[config.mk]
export PLATFORM = sky130hd
export DESIGN_NAME = score_bcd_tracker
export DESIGN_NICKNAME = d
export VERILOG_FILES = /design/src/rtl/score_bcd_tracker.sv
export SDC_FILE = /design/constraint.sdc
export NUM_CORES = 1
export LEC_CHECK = 0
export BUFFER_PORTS_ARGS = -buffer_cell sky130_fd_sc_hd__buf_2
export CORE_MARGIN = 2
export CORE_UTILIZATION = 32
export CTS_CLUSTER_SIZE = 14
export DETAILED_ROUTE_END_ITERATION = 16
export GPL_TIMING_DRIVEN = 0
export PLACE_DENSITY = 0.61
export SYNTH_ARGS = -nofsm -noshare
export SYNTH_HDL_FRONTEND = slang
export SYNTH_SLANG_ARGS = --single-unit
[constraint.sdc]
create_clock -name clk -period 5.8 [get_ports clk]
set_input_delay 0.87 -clock clk [delete_from_list [all_inputs] [get_ports clk]]
set_output_delay 0.87 -clock clk [all_outputs]
set_load 0.01 [all_outputs]
[src/rtl/score_bcd_tracker.sv]
// Frame-driven packed-BCD score counter with optional high-score latch and glyph base addresses.
// Optional feature: define SCORE_HISCORE_EN to build the high-score register, compare and new_high pulse.
module score_bcd_tracker #(
  parameter int DIGITS     = 5,
  parameter int TICK_DIV   = 32,
  parameter int GLYPH_SIZE = 625,
  parameter int ADDR_W     = 14
) (
  input  logic                     clk,
  input  logic                     reset,
  input  logic                     frame_end,
  input  logic                     start,
  input  logic                     game_over,
  input  logic                     clear,
  output logic [4*DIGITS-1:0]      cur_bcd,
  output logic [4*DIGITS-1:0]      hi_bcd,
  output logic [ADDR_W*DIGITS-1:0] cur_base,
  output logic [ADDR_W*DIGITS-1:0] hi_base,
  output logic                     running,
  output logic                     saturated,
  output logic                     new_high,
  output logic [1:0]               state_o
);

  // Handshake: none; frame_end and clear are single-cycle strobes, start/game_over are levels.
  typedef enum logic [1:0] {
    S_IDLE = 2'd0,
    S_RUN  = 2'd1,
    S_OVER = 2'd2
  } state_t;

  localparam logic [7:0]          DIV_LAST  = 8'(TICK_DIV - 1);
  localparam logic [4*DIGITS-1:0] ALL_NINES = {DIGITS{4'h9}};

  state_t              state_q, state_d;
  logic [7:0]          div_q, div_d;
  logic [4*DIGITS-1:0] cur_q, cur_d, cur_inc;

  // Ripple-carry BCD increment: each digit wraps 9->0 while the carry keeps propagating.
  always_comb begin : bcd_inc
    logic carry;
    carry   = 1'b1;
    cur_inc = cur_q;
    for (int i = 0; i < DIGITS; i++) begin
      if (carry) begin
        if (cur_q[4*i +: 4] == 4'd9) begin
          cur_inc[4*i +: 4] = 4'd0;
        end else begin
          cur_inc[4*i +: 4] = cur_q[4*i +: 4] + 4'd1;
          carry             = 1'b0;
        end
      end
    end
  end

  assign saturated = (cur_q == ALL_NINES);

  always_comb begin
    state_d = state_q;
    div_d   = div_q;
    cur_d   = cur_q;
    case (state_q)
      S_IDLE: begin
        if (clear) begin
          cur_d = '0;
          div_d = '0;
        end
        if (start && !game_over) begin
          state_d = S_RUN;
          div_d   = '0;
        end
      end
      S_RUN: begin
        // A game_over on a tick cycle wins: the score freezes at its pre-tick value.
        if (game_over) begin
          state_d = S_OVER;
        end else if (frame_end) begin
          if (div_q == DIV_LAST) begin
            div_d = '0;
            if (!saturated) cur_d = cur_inc;
          end else begin
            div_d = div_q + 8'd1;
          end
        end
      end
      S_OVER: begin
        if (clear) begin
          state_d = S_IDLE;
          cur_d   = '0;
          div_d   = '0;
        end
      end
      default: state_d = S_IDLE;
    endcase
  end

  always_ff @(posedge clk or posedge reset) begin
    if (reset) begin
      state_q <= S_IDLE;
      div_q   <= '0;
      cur_q   <= '0;
    end else begin
      state_q <= state_d;
      div_q   <= div_d;
      cur_q   <= cur_d;
    end
  end

  assign cur_bcd = cur_q;
  assign running = (state_q == S_RUN);
  assign state_o = state_q;

  for (genvar g = 0; g < DIGITS; g++) begin : g_cur_base
    assign cur_base[g*ADDR_W +: ADDR_W] = ADDR_W'(32'(cur_q[4*g +: 4]) * GLYPH_SIZE);
  end

`ifdef SCORE_HISCORE_EN
  logic                over_first_q, over_first_d;
  logic [4*DIGITS-1:0] hi_q, hi_d;
  logic                new_high_q, new_high_d;

  // Valid BCD digits order the same as the packed vector, so an unsigned compare is MSD-first.
  always_comb begin
    over_first_d = (state_q == S_RUN) && game_over;
    hi_d         = hi_q;
    new_high_d   = 1'b0;
    if (over_first_q && (cur_q > hi_q)) begin
      hi_d       = cur_q;
      new_high_d = 1'b1;
    end
  end

  always_ff @(posedge clk or posedge reset) begin
    if (reset) begin
      over_first_q <= 1'b0;
      hi_q         <= '0;
      new_high_q   <= 1'b0;
    end else begin
      over_first_q <= over_first_d;
      hi_q         <= hi_d;
      new_high_q   <= new_high_d;
    end
  end

  assign hi_bcd   = hi_q;
  assign new_high = new_high_q;

  for (genvar g = 0; g < DIGITS; g++) begin : g_hi_base
    assign hi_base[g*ADDR_W +: ADDR_W] = ADDR_W'(32'(hi_q[4*g +: 4]) * GLYPH_SIZE);
  end
`else
  assign hi_bcd   = '0;
  assign hi_base  = '0;
  assign new_high = 1'b0;
`endif

endmodule

Yosys cells after proc, flatten, opt, wreduce, memory -nomap -nowiden
Cells that the tools add are included.
W data, S select, Z words.
{"block": "totals", "wordCells": 84, "register_bits": 30}
{"block": "op_classes", "add_sub_neg": 6, "multipliers": 5, "n_eq_ne": 21, "mux": 32, "n_reduce_logical": 13}
{"cell": "$mux W20", "n": 5}
{"cell": "$mul A4 B10 Y14 const B", "n": 5}
{"cell": "$mux W8", "n": 5}
{"cell": "$pmux W20 S2", "n": 1}
{"cell": "$mux W4", "n": 9}
{"cell": "$reduce_and A7 Y1", "n": 4}
{"cell": "$pmux W8 S3", "n": 1}
{"cell": "$add A4 B1 Y4 const B", "n": 5}
{"cell": "$eq A20 B20 Y1 const B", "n": 1}
{"cell": "$eq A4 B4 Y1 const B", "n": 5}
{"cell": "$ne A2 B1 Y1 const B", "n": 6}
{"cell": "$ne A2 B2 Y1 const B", "n": 6}
{"cell": "$add A8 B1 Y8 const B", "n": 1}
{"cell": "$eq A8 B5 Y1 const B", "n": 1}
{"cell": "$mux W1", "n": 7}
{"cell": "$mux W2", "n": 3}
{"cell": "$pmux W2 S3", "n": 1}
{"cell": "$reduce_and A3 Y1", "n": 2}
{"cell": "$reduce_and A6 Y1", "n": 1}
{"cell": "$reduce_bool A3 Y1", "n": 1}
{"cell": "$eq A2 B1 Y1 const B", "n": 1}
{"cell": "$eq A2 B2 Y1 const B", "n": 1}
{"cell": "$logic_not A2 Y1", "n": 1}
{"cell": "$reduce_bool A2 Y1", "n": 1}
{"cell": "3 further kinds", "n": 3}

Depth between registers and ports, before layout
Gate-level depths: netlist of the first run.
{"block": "logic_depth", "ltp_word": 11, "ltp_mapped": 11, "mapped_depth_nobuf": 11}

Worst setup path before layout of the first run
No wires, ideal clock.
{"block": "synth_timing", "path_kind": "register -> output", "startpoint": "reg cur_q[6] (netlist: cur_bcd[6])", "endpoint": "out cur_base[26]", "slack_ns": 2.132, "t_arrival_ns": 2.798, "stages_incl_launch_ff": 11, "path_cell_list": "dfrtp_1 inv_1 fa_1 inv_1 ha_1 fa_1 a21o_1 a21oi_1 nor2b_1 o21ai_0 xnor2_1"}
{"block": "synth_via", "elab_chain_cells": 1}
{"item": "start, declared", "line": "37", "source": "logic [4*DIGITS-1:0] cur_q, cur_d, cur_inc;"}
{"item": "start signal, assigned", "line": "105", "source": "cur_q <= cur_d;"}
{"item": "$mul A4 B10 Y14", "line": "114", "source": "assign cur_base[g*ADDR_W +: ADDR_W] = ADDR_W'(32'(cur_q[4*g +: 4]) * GLYPH_SIZE);"}
{"item": "end, declared", "line": "17", "source": "output logic [ADDR_W*DIGITS-1:0] cur_base,"}
Every way passes these cells.

Worst setup path after layout of the first run
Ends and elaborated chain as after synthesis.

==> impl_metrics.json, run 1 <==
{
  "drt-total-wl_mm": 9.25,
  "nFillCells": 1417,
  "arrival_ps": 3320,
  "clk_pin_slew_ps": 50,
  "required_ps": 4930,
  "cts_made_buffers": 5,
  "chipWidth_um": 123,
  "core_area_um2": 13800,
  "antennaDiodeCount": 0,
  "setup.worst_path.start": "cur_bcd[6]",
  "path_cells": "inv_1, fa_1, inv_1, ha_1, fa_1, a21o_1, a21oi_1, nor2b_1, o21ai_0, xnor2_1, buf_2",
  "cts_buffer_depth": 2,
  "startpoint_type": "flop",
  "vdd_drop_max_mv": 0.160,
  "grt_first_pass_wirelength_mm": 14.8,
  "reg2regPathDepth": 7,
  "dr.pass1.iters": 4,
  "slew_violations": 0,
  "relSlewSlack_pct": 26.0,
  "fin_total_pwr_mw": 1.52,
  "track_usage_pct": 12.0,
  "finalHoldViolCount": 0,
  "io_pins": 191,
  "hp-start": "div_q[7]",
  "path_buf_inv": 3,
  "endpoint_kind": "output port",
  "period_needed_ps": 4190,
  "crit_path_max_fanout": 9,
  "leakage_nw": 3.56,
  "final_antenna_net_count": 0,
  "max_freq_mhz": 239,
  "final_core_util_pct": 41.8,
  "async_flop_share_pct": 100,
  "crit_cells": 11,
  "finalSetupViolations": 0,
  "area_growth_pct": 27.7,
  "max_cap_viol_count": 0,
  "layout_setup_ws_ps": 1610,
  "synth_edf_count": 0,
  "status": "completed",
  "cts_sinks": 30,
  "die_h_um": 123,
  "place_area_um2": 5590,
  "ys_seq_area_share_pct": 16.6,
  "io_buffers": 99,
  "place_ws_ps": 1850,
  "netlist_instances": 521,
  "synth_warnings": 0,
  "final_common_cell": "buf_4",
  "grt_pass1_vias": 3175,
  "slowest_delay_ps": 540,
  "dpl.hpwl_mm": 7.66,
  "antenna_found_initial": 0,
  "power_density_nw_per_um2": 262,
  "crit-reg2reg-launch": "cur_bcd[5]",
  "synth_seq_cells": 30,
  "h-tree-depth": 2,
  "path_class": "flop to output port",
  "dieArea_um2": 15100,
  "stdcell_area_um2": 5780,
  "wire_per_inst_um": 10.3,
  "insertion_delay_ps": 280,
  "vias": 3704,
  "nNetsFinal": 820,
  "grt_max_degree": 31,
  "hold_depth": 1,
  "reg2reg_slack_ps": 3390,
  "post_cts_resized": 0,
  "drive_gt1_share_pct": 32.5,
  "vias_per_cell": 4.12,
  "remaining_drc_errors": 0,
  "place.gp.congestion": 0.786,
  "tns_ps": 0,
  "layout_worst_path_cycle_share_pct": 72.3,
  "dp.cells": 890,
  "fin_worst_skew_ps": 4.02,
  "synth_cell_types": 46,
  "cts_setup_buffers": 0,
  "layout_common_cells": "116 x buf_4, 99 x buf_2, 91 x conb_1, 81 x ha_1, 50 x inv_1",
  "holdBufCountCts": 0,
  "fin_cells": 899,
  "hold_path_end": "div_q[7]",
  "yosys_most_used_dff": "dfrtp_1",
  "drt_iter0_drc": 148,
  "reg2reg_to": "cur_bcd[19]",
  "critPathTopFamily": "adder cells",
  "cts-root-buf": "clkbuf_16",
  "hold_ws_ps": 486,
  "grt_setup_unrepaired": "false",
  "synthesis.area_um2": 4530,
  "cts_tree": "built",
  "cp_slowest_cell": "dfrtp_1",
  "rows": 43,
  "tightest_slew_ps": 1100,
  "initial_core_util_pct": 32.7,
  "syn_area_per_cell_um2": 8.69,
  "hold_path.class": "flop to flop",
  "overflow": 0
}
-- state kept, by name, summed over array words and instances (netlist names) --
| name | flops |
|---|---|
| cur_bcd | 20 |
| div_q | 8 |
| state_o | 2 |
-- routing by layer --
layer / wire length [um] / GRT usage [%] / up-vias
li1: - / - / 1945
met1: 4350 / 16.8 / 1638
met2: 4220 / 19.4 / 113
met3: 583 / 1.57 / 8
met4: 89 / 3.23 / 0
met5: 0 / 0 / -
-- where the power goes --
group	internal [mW]	switching, mW
registers	0.240	0.0717
clock network	0.194	0.0923
logic	0.395	0.524
-- worst register-to-register path: cells and delay by family, from the launching register on --
kind	cells	cell delay (ps)
DFF	1	480
adders and majority gates	1	260
buffers and inverters	1	220
and+or+nand+nor	2	560
AOI/OAI and AO/OA	3	770
-- logic make-up after synthesis --
family	Yosys count	share of synthesized area [%]
flip-flops	30	16.6
other	1	0.0828
XOR/XNOR	24	4.64
buffers and inverters	168	23.5
adder cells (fa/ha/maj)	96	29.0
multiplexers	3	0.691
AND/OR/NAND/NOR	93	10.2
AO/OA/AOI/OAI	106	15.3
-- worst max-delay path by stage --
stage | to | slack [ps]
after global placement | cur_base[40] | 1870
after global routing | cur_base[68] | 1280
after detailed placement | cur_base[26] | 1850
final | cur_base[26] | 1610
after floorplan | cur_base[26] | 2130
after CTS | cur_base[26] | 1550
-- cells in the mapped netlist (2+ instances only) --
library cell	count	share of area [%]
nor2_1	16	1.3
fa_1	15	6.6
a21o_1	9	1.5
o22ai_1	2	0.28
nand2_1	32	2.7
ha_1	81	22
xor2_1	4	0.77
o211ai_1	4	0.66
buf_4	116	19
o21bai_1	5	0.83
dfrtp_1	30	17
nand3_1	7	0.77
o21ai_0	33	3.6
nor3_1	2	0.22
a41oi_1	2	0.39
mux2i_1	2	0.44
clkbuf_1	2	0.17
nand3b_1	3	0.50
xnor2_1	20	3.9
and2_1	2	0.28
nand2b_1	2	0.28
nand4_1	4	0.55
inv_1	50	4.1
o31ai_1	11	1.8
nor2b_1	13	1.8
or2_2	6	0.83
a211o_1	2	0.39
o41ai_1	2	0.39
a21oi_1	26	2.9
or3_1	2	0.28
-- layout make-up --
| cell class | count | area [um^2] | share of cell area, % |
|---|---|---|---|
| multi-input combinational | 413 | 3050 | 52.7 |
| inverter | 50 | 188 | 3.25 |
| clock buffer | 8 | 166 | 2.88 |
| sequential | 30 | 751 | 13.0 |
| timing repair buffer | 100 | 523 | 9.05 |
| tap | 180 | 225 | 3.90 |
| buffer | 118 | 878 | 15.2 |
No activity file was read; power rests on OpenSTA's default activity.
==> inputs of run 2 (changes only) <==
PLACE_DENSITY = 0.63   (was 0.61)
clock period = 3.8 ns   (was 5.8 ns; I/O delays follow)
==> impl_metrics.json, run 2 (synthesis gave the netlist of run 1 again) <==
{
  "endpoint_kind": "output port",
  "relSlewSlack_pct": 23.3,
  "path_class": "flop to output port",
  "cts_buffer_depth": 2,
  "dr.pass1.iters": 4,
  "fin_worst_skew_ps": 5.82,
  "period_needed_ps": 3660,
  "arrival_ps": 3090,
  "layout_common_cells": "125 x buf_4, 99 x buf_2, 91 x conb_1, 81 x ha_1, 49 x inv_1",
  "status": "completed",
  "finalSetupViolations": 0,
  "clk_pin_slew_ps": 50,
  "fin_total_pwr_mw": 2.29,
  "cts-root-buf": "clkbuf_16",
  "dpl.hpwl_mm": 7.81,
  "finalHoldViolCount": 0,
  "grt_first_pass_wirelength_mm": 15.6,
  "io_buffers": 99,
  "crit_path_max_fanout": 7,
  "combPwrFrac_pct": 62.4,
  "startpoint_type": "flop",
  "reg2regPathDepth": 6,
  "cts_sinks": 30,
  "wire_per_inst_um": 10.4,
  "initial_core_util_pct": 32.7,
  "cp_slowest_cell": "fa_1",
  "p_clk_share_pct": 17.3,
  "dieArea_um2": 15100,
  "reg2reg_slack_ps": 1360,
  "layout_worst_path_cycle_share_pct": 96.2,
  "grt_max_degree": 31,
  "antenna_found_initial": 0,
  "largest_reg_flops": 20,
  "p_sw_share_pct": 45.8,
  "overflow": 0,
  "antennaDiodeCount": 0,
  "slowest_delay_ps": 540,
  "vias": 3732,
  "path_buf_inv": 3,
  "power_density_nw_per_um2": 393,
  "drt_iter0_drc": 116,
  "track_usage_pct": 12.4,
  "leakage_nw": 3.56,
  "use_met2_pct": 20.5,
  "remaining_drc_errors": 0,
  "max_freq_mhz": 273,
  "die_h_um": 123,
  "critPathTopFamily": "adder cells",
  "power.internal_mw": 1.24,
  "reg2reg_to": "div_q[5]",
  "path_cells": "inv_1, fa_1, inv_1, ha_1, fa_1, a21o_1, a21oi_2, nor2b_1, o21ai_1, xnor2_1, buf_2",
  "drt-total-wl_mm": 9.46,
  "p_seq_share_pct": 20.4,
  "place.gp.congestion": 0.774,
  "use_met1_pct": 17.0,
  "hold_depth": 1,
  "vias_per_cell": 4.11,
  "setup.worst_path.start": "cur_bcd[5]",
  "power_switching_mw": 1.05,
  "final_antenna_net_count": 0,
  "grt_pass1_vias": 3396,
  "crit_end": "cur_base[26]",
  "grt_setup_unrepaired": "false",
  "rows": 43,
  "area_growth_pct": 28.7,
  "cts_made_buffers": 5,
  "crit_cells": 11,
  "tns_ps": 0,
  "chipWidth_um": 123,
  "insertion_delay_ps": 280,
  "hold_path.class": "flop to flop",
  "io_pins": 191,
  "drive_gt1_share_pct": 35.6,
  "crit-reg2reg-launch": "state_o[1]",
  "cts_tree": "built",
  "holdBufCountCts": 0,
  "core_area_um2": 13800,
  "max_cap_viol_count": 0,
  "slew_violations": 0,
  "h-tree-depth": 2,
  "top_usage_layer": "met2",
  "required_ps": 3230,
  "tightest_slew_ps": 1150,
  "final_common_cell": "buf_4",
  "nNetsFinal": 828,
  "vdd_drop_max_mv": 0.185,
  "use_met3_pct": 2.03
}
run 2: cell count changes in the layout (fill, tap and decap cells not counted), moves of 2 or more:
cell,before,now
dfrtp_1,30,16
a21oi_2,0,2
buf_4,116,125
clkbuf_8,3,1
o21ai_1,0,2
dfrtp_2,0,14
a21oi_1,26,24
o21ai_0,33,31
run 2: power groups by stage:
stage | Clock [mW] | Combinational, mW | Sequential [mW]
final | 0.396 | 1.43 | 0.468
after global routing | 0.420 | 1.65 | 0.483
after CTS | 0.401 | 1.44 | 0.470
after detailed placement | 0 | 1.41 | 0.486
after global placement | 0 | 1.40 | 0.485
after floorplan | 0 | 1.02 | 0.474
run 2: final cells by class:
type | instances | area, um^2
clock inverters | 1 | 5.00
flip-flops and latches | 30 | 768
repair buffers | 108 | 563
well taps | 180 | 225
multi-input cells | 413 | 3060
clock buffers | 7 | 143
fillers | 1375 | 8000
inverters | 50 | 188
plain buffers | 118 | 878
run 2: how the worst min path moves through the flow:
stage	start	endpoint	slack (ps)
2_1_floorplan	div_q[7]	div_q[7]	450
3_5_place_dp	div_q[7]	div_q[7]	480
5_1_grt	div_q[7]	div_q[7]	530
6_report	div_q[7]	div_q[7]	480
4_1_cts	div_q[7]	div_q[7]	490
3_3_place_gp	div_q[7]	div_q[7]	470
run 2: timing repair:
action	CTS	global route
endpoints found under the setup margin	4	9
pin swaps	0	2
buffers inserted	2	7
resized for setup	9	12
run 2: metal layers:
layer | share of wire, % | routed length, um | vias up
met3 | 6.8 | 644 | 7
met4 | 1.1 | 106 | 0
met2 | 45 | 4230 | 120
li1 | - | - | 1957
met5 | 0 | 0 | -
met1 | 47 | 4490 | 1648
run 2: per-stage QoR:
stage	worst slack (ps)	std cells	area [um^2]	util, %	hold WS [ps]
2_1_floorplan	432	611	4870	-	446
3_3_place_gp	141	890	5590	40.4	472
3_5_place_dp	147	890	5590	40.4	479
4_1_cts	6.41	900	5760	41.7	486
5_1_grt	4.02	907	5830	42.2	525
6_report	143	907	5830	42.2	480
==> inputs of run 3 (changes only) <==
--- a/constraint.sdc
+++ b/constraint.sdc
@@ -3,2 +3,2 @@
 set_output_delay 0.57 -clock clk [all_outputs]
-set_load 0.01 [all_outputs]
+set_load 0.05 [all_outputs]
==> impl_metrics.json, run 3 (synthesis gave the netlist of run 1 again) <==
{
  "place_ws_ps": 26.0,
  "antennaDiodeCount": 0,
  "dr_wl_met3_um": 579,
  "reg2reg_slack_ps": 1430,
  "fin_cells": 912,
  "insertion_delay_ps": 270,
  "required_ps": 3230,
  "dr.max_layer_used": "met4",
  "slew_violations": 0,
  "final_antenna_net_count": 0,
  "antenna_found_initial": 0,
  "initial_core_util_pct": 32.7,
  "dpl.hpwl_mm": 7.84,
  "area_growth_pct": 31.7,
  "nFillCells": 1403,
  "cts_sinks": 30,
  "overflow": 0,
  "cts-root-buf": "clkbuf_16",
  "tns_ps": 0,
  "crit-reg2reg-launch": "cur_bcd[2]",
  "drt_iter0_drc": 116,
  "clk_pin_slew_ps": 50,
  "dp.cells": 890,
  "power_density_nw_per_um2": 537,
  "fin_total_pwr_mw": 3.21,
  "cts_tree": "built",
  "hold_path.class": "input pin to async pin",
  "grt_pass1_vias": 3359,
  "setup.worst_path.start": "cur_bcd[5]",
  "leakage_nw": 3.64,
  "dr.pass1.iters": 4,
  "h-tree-depth": 2,
  "endpoint_kind": "output port",
  "period_needed_ps": 3650,
  "drive_gt1_share_pct": 37.4,
  "reg2regPathDepth": 8,
  "arrival_ps": 3080,
  "fin_worst_skew_ps": 2.71,
  "max_freq_mhz": 274,
  "relSlewSlack_pct": 28.1,
  "die_h_um": 123,
  "tightest_slew_ps": 1060,
  "reg2reg_to": "cur_bcd[18]",
  "drt-met1-wl_mm": 4.51,
  "vdd_drop_max_mv": 0.226,
  "path_class": "flop to output port",
  "max_cap_viol_count": 0,
  "layout_common_cells": "133 x buf_4, 93 x buf_2, 91 x conb_1, 81 x ha_1, 49 x inv_1",
  "vias_per_cell": 4.12,
  "nNetsFinal": 833,
  "grt_max_degree": 31,
  "cts_made_buffers": 5,
  "io_pins": 191,
  "wire_per_inst_um": 10.7,
  "place.gp.congestion": 0.778,
  "io_buffers": 99,
  "final_common_cell": "buf_4",
  "hold_ws_ps": 382,
  "crit_path_max_fanout": 4,
  "largest_reg_flops": 20,
  "finalHoldViolCount": 0,
  "rows": 43,
  "status": "completed",
  "cts_buffer_depth": 2,
  "remaining_drc_errors": 0,
  "layout_worst_path_cycle_share_pct": 96.0,
  "startpoint_type": "flop",
  "track_usage_pct": 12.5,
  "finalSetupViolations": 0,
  "layout_setup_ws_ps": 152,
  "drt-total-wl_mm": 9.72,
  "dieArea_um2": 15100,
  "core_area_um2": 13800,
  "met2_length_mm": 4.50,
  "grt_first_pass_wirelength_mm": 15.5,
  "chipWidth_um": 123,
  "vias": 3760
}
## run 3: worst max path at each step
stage / endpoint
after floorplan: cur_base[68]
after global placement: cur_base[26]
after detailed placement: cur_base[26]
after CTS: cur_base[68]
after global routing: cur_base[26]
final: cur_base[26]
## run 3: repair_timing
item	4_1_cts	5_1_grt
buffers inserted	6	7
hold buffers	0	0
setup endpoints to repair	8	10
resized for setup	19	11
pin swaps	0	1
gates cloned	0	0
## run 3: power by group
group,internal [mW],switching (mW),total [mW]
clock network,0.259,0.140,0.399
registers,0.371,0.0722,0.444
logic,0.667,1.70,2.36
total,1.30,1.91,3.21
## run 3: metal layers
layer,vias to the layer above,global-route usage [%]
met1,1674,16.7
met5,-,0
li1,1964,-
met2,114,20.8
met3,8,1.89
met4,0,3.52
## run 3: worst max-delay path, cell delays in order, from the launching register on
cell and delay [ps]:
dfrtp_2 390, inv_2 80, fa_1 540, inv_1 40, ha_1 320, fa_1 470, a21o_1 200, a21oi_1 210
nor2b_1 90, o21ai_2 160, xnor2_2 130, buf_6 180
## run 3: final cells by class
cell class | instances | area [um^2] | area share, %
timing repair buffer | 113 | 643 | 10.8
multi-input combinational | 413 | 3110 | 52.2
clock inverter | 1 | 5.00 | 0.0839
sequential | 30 | 769 | 12.9
tap | 180 | 225 | 3.78
buffer | 118 | 878 | 14.7
inverter | 50 | 188 | 3.15
clock buffer | 7 | 143 | 2.39
## run 3: through the flow
| step | util (%) | area [um^2] |
|---|---|---|
| 6_report | 43.1 | 5960 |
| 5_1_grt | 43.1 | 5960 |
| 4_1_cts | 42.4 | 5860 |
| 3_5_place_dp | 40.7 | 5630 |
| 3_3_place_gp | 40.7 | 5630 |
| 2_1_floorplan | - | 4910 |
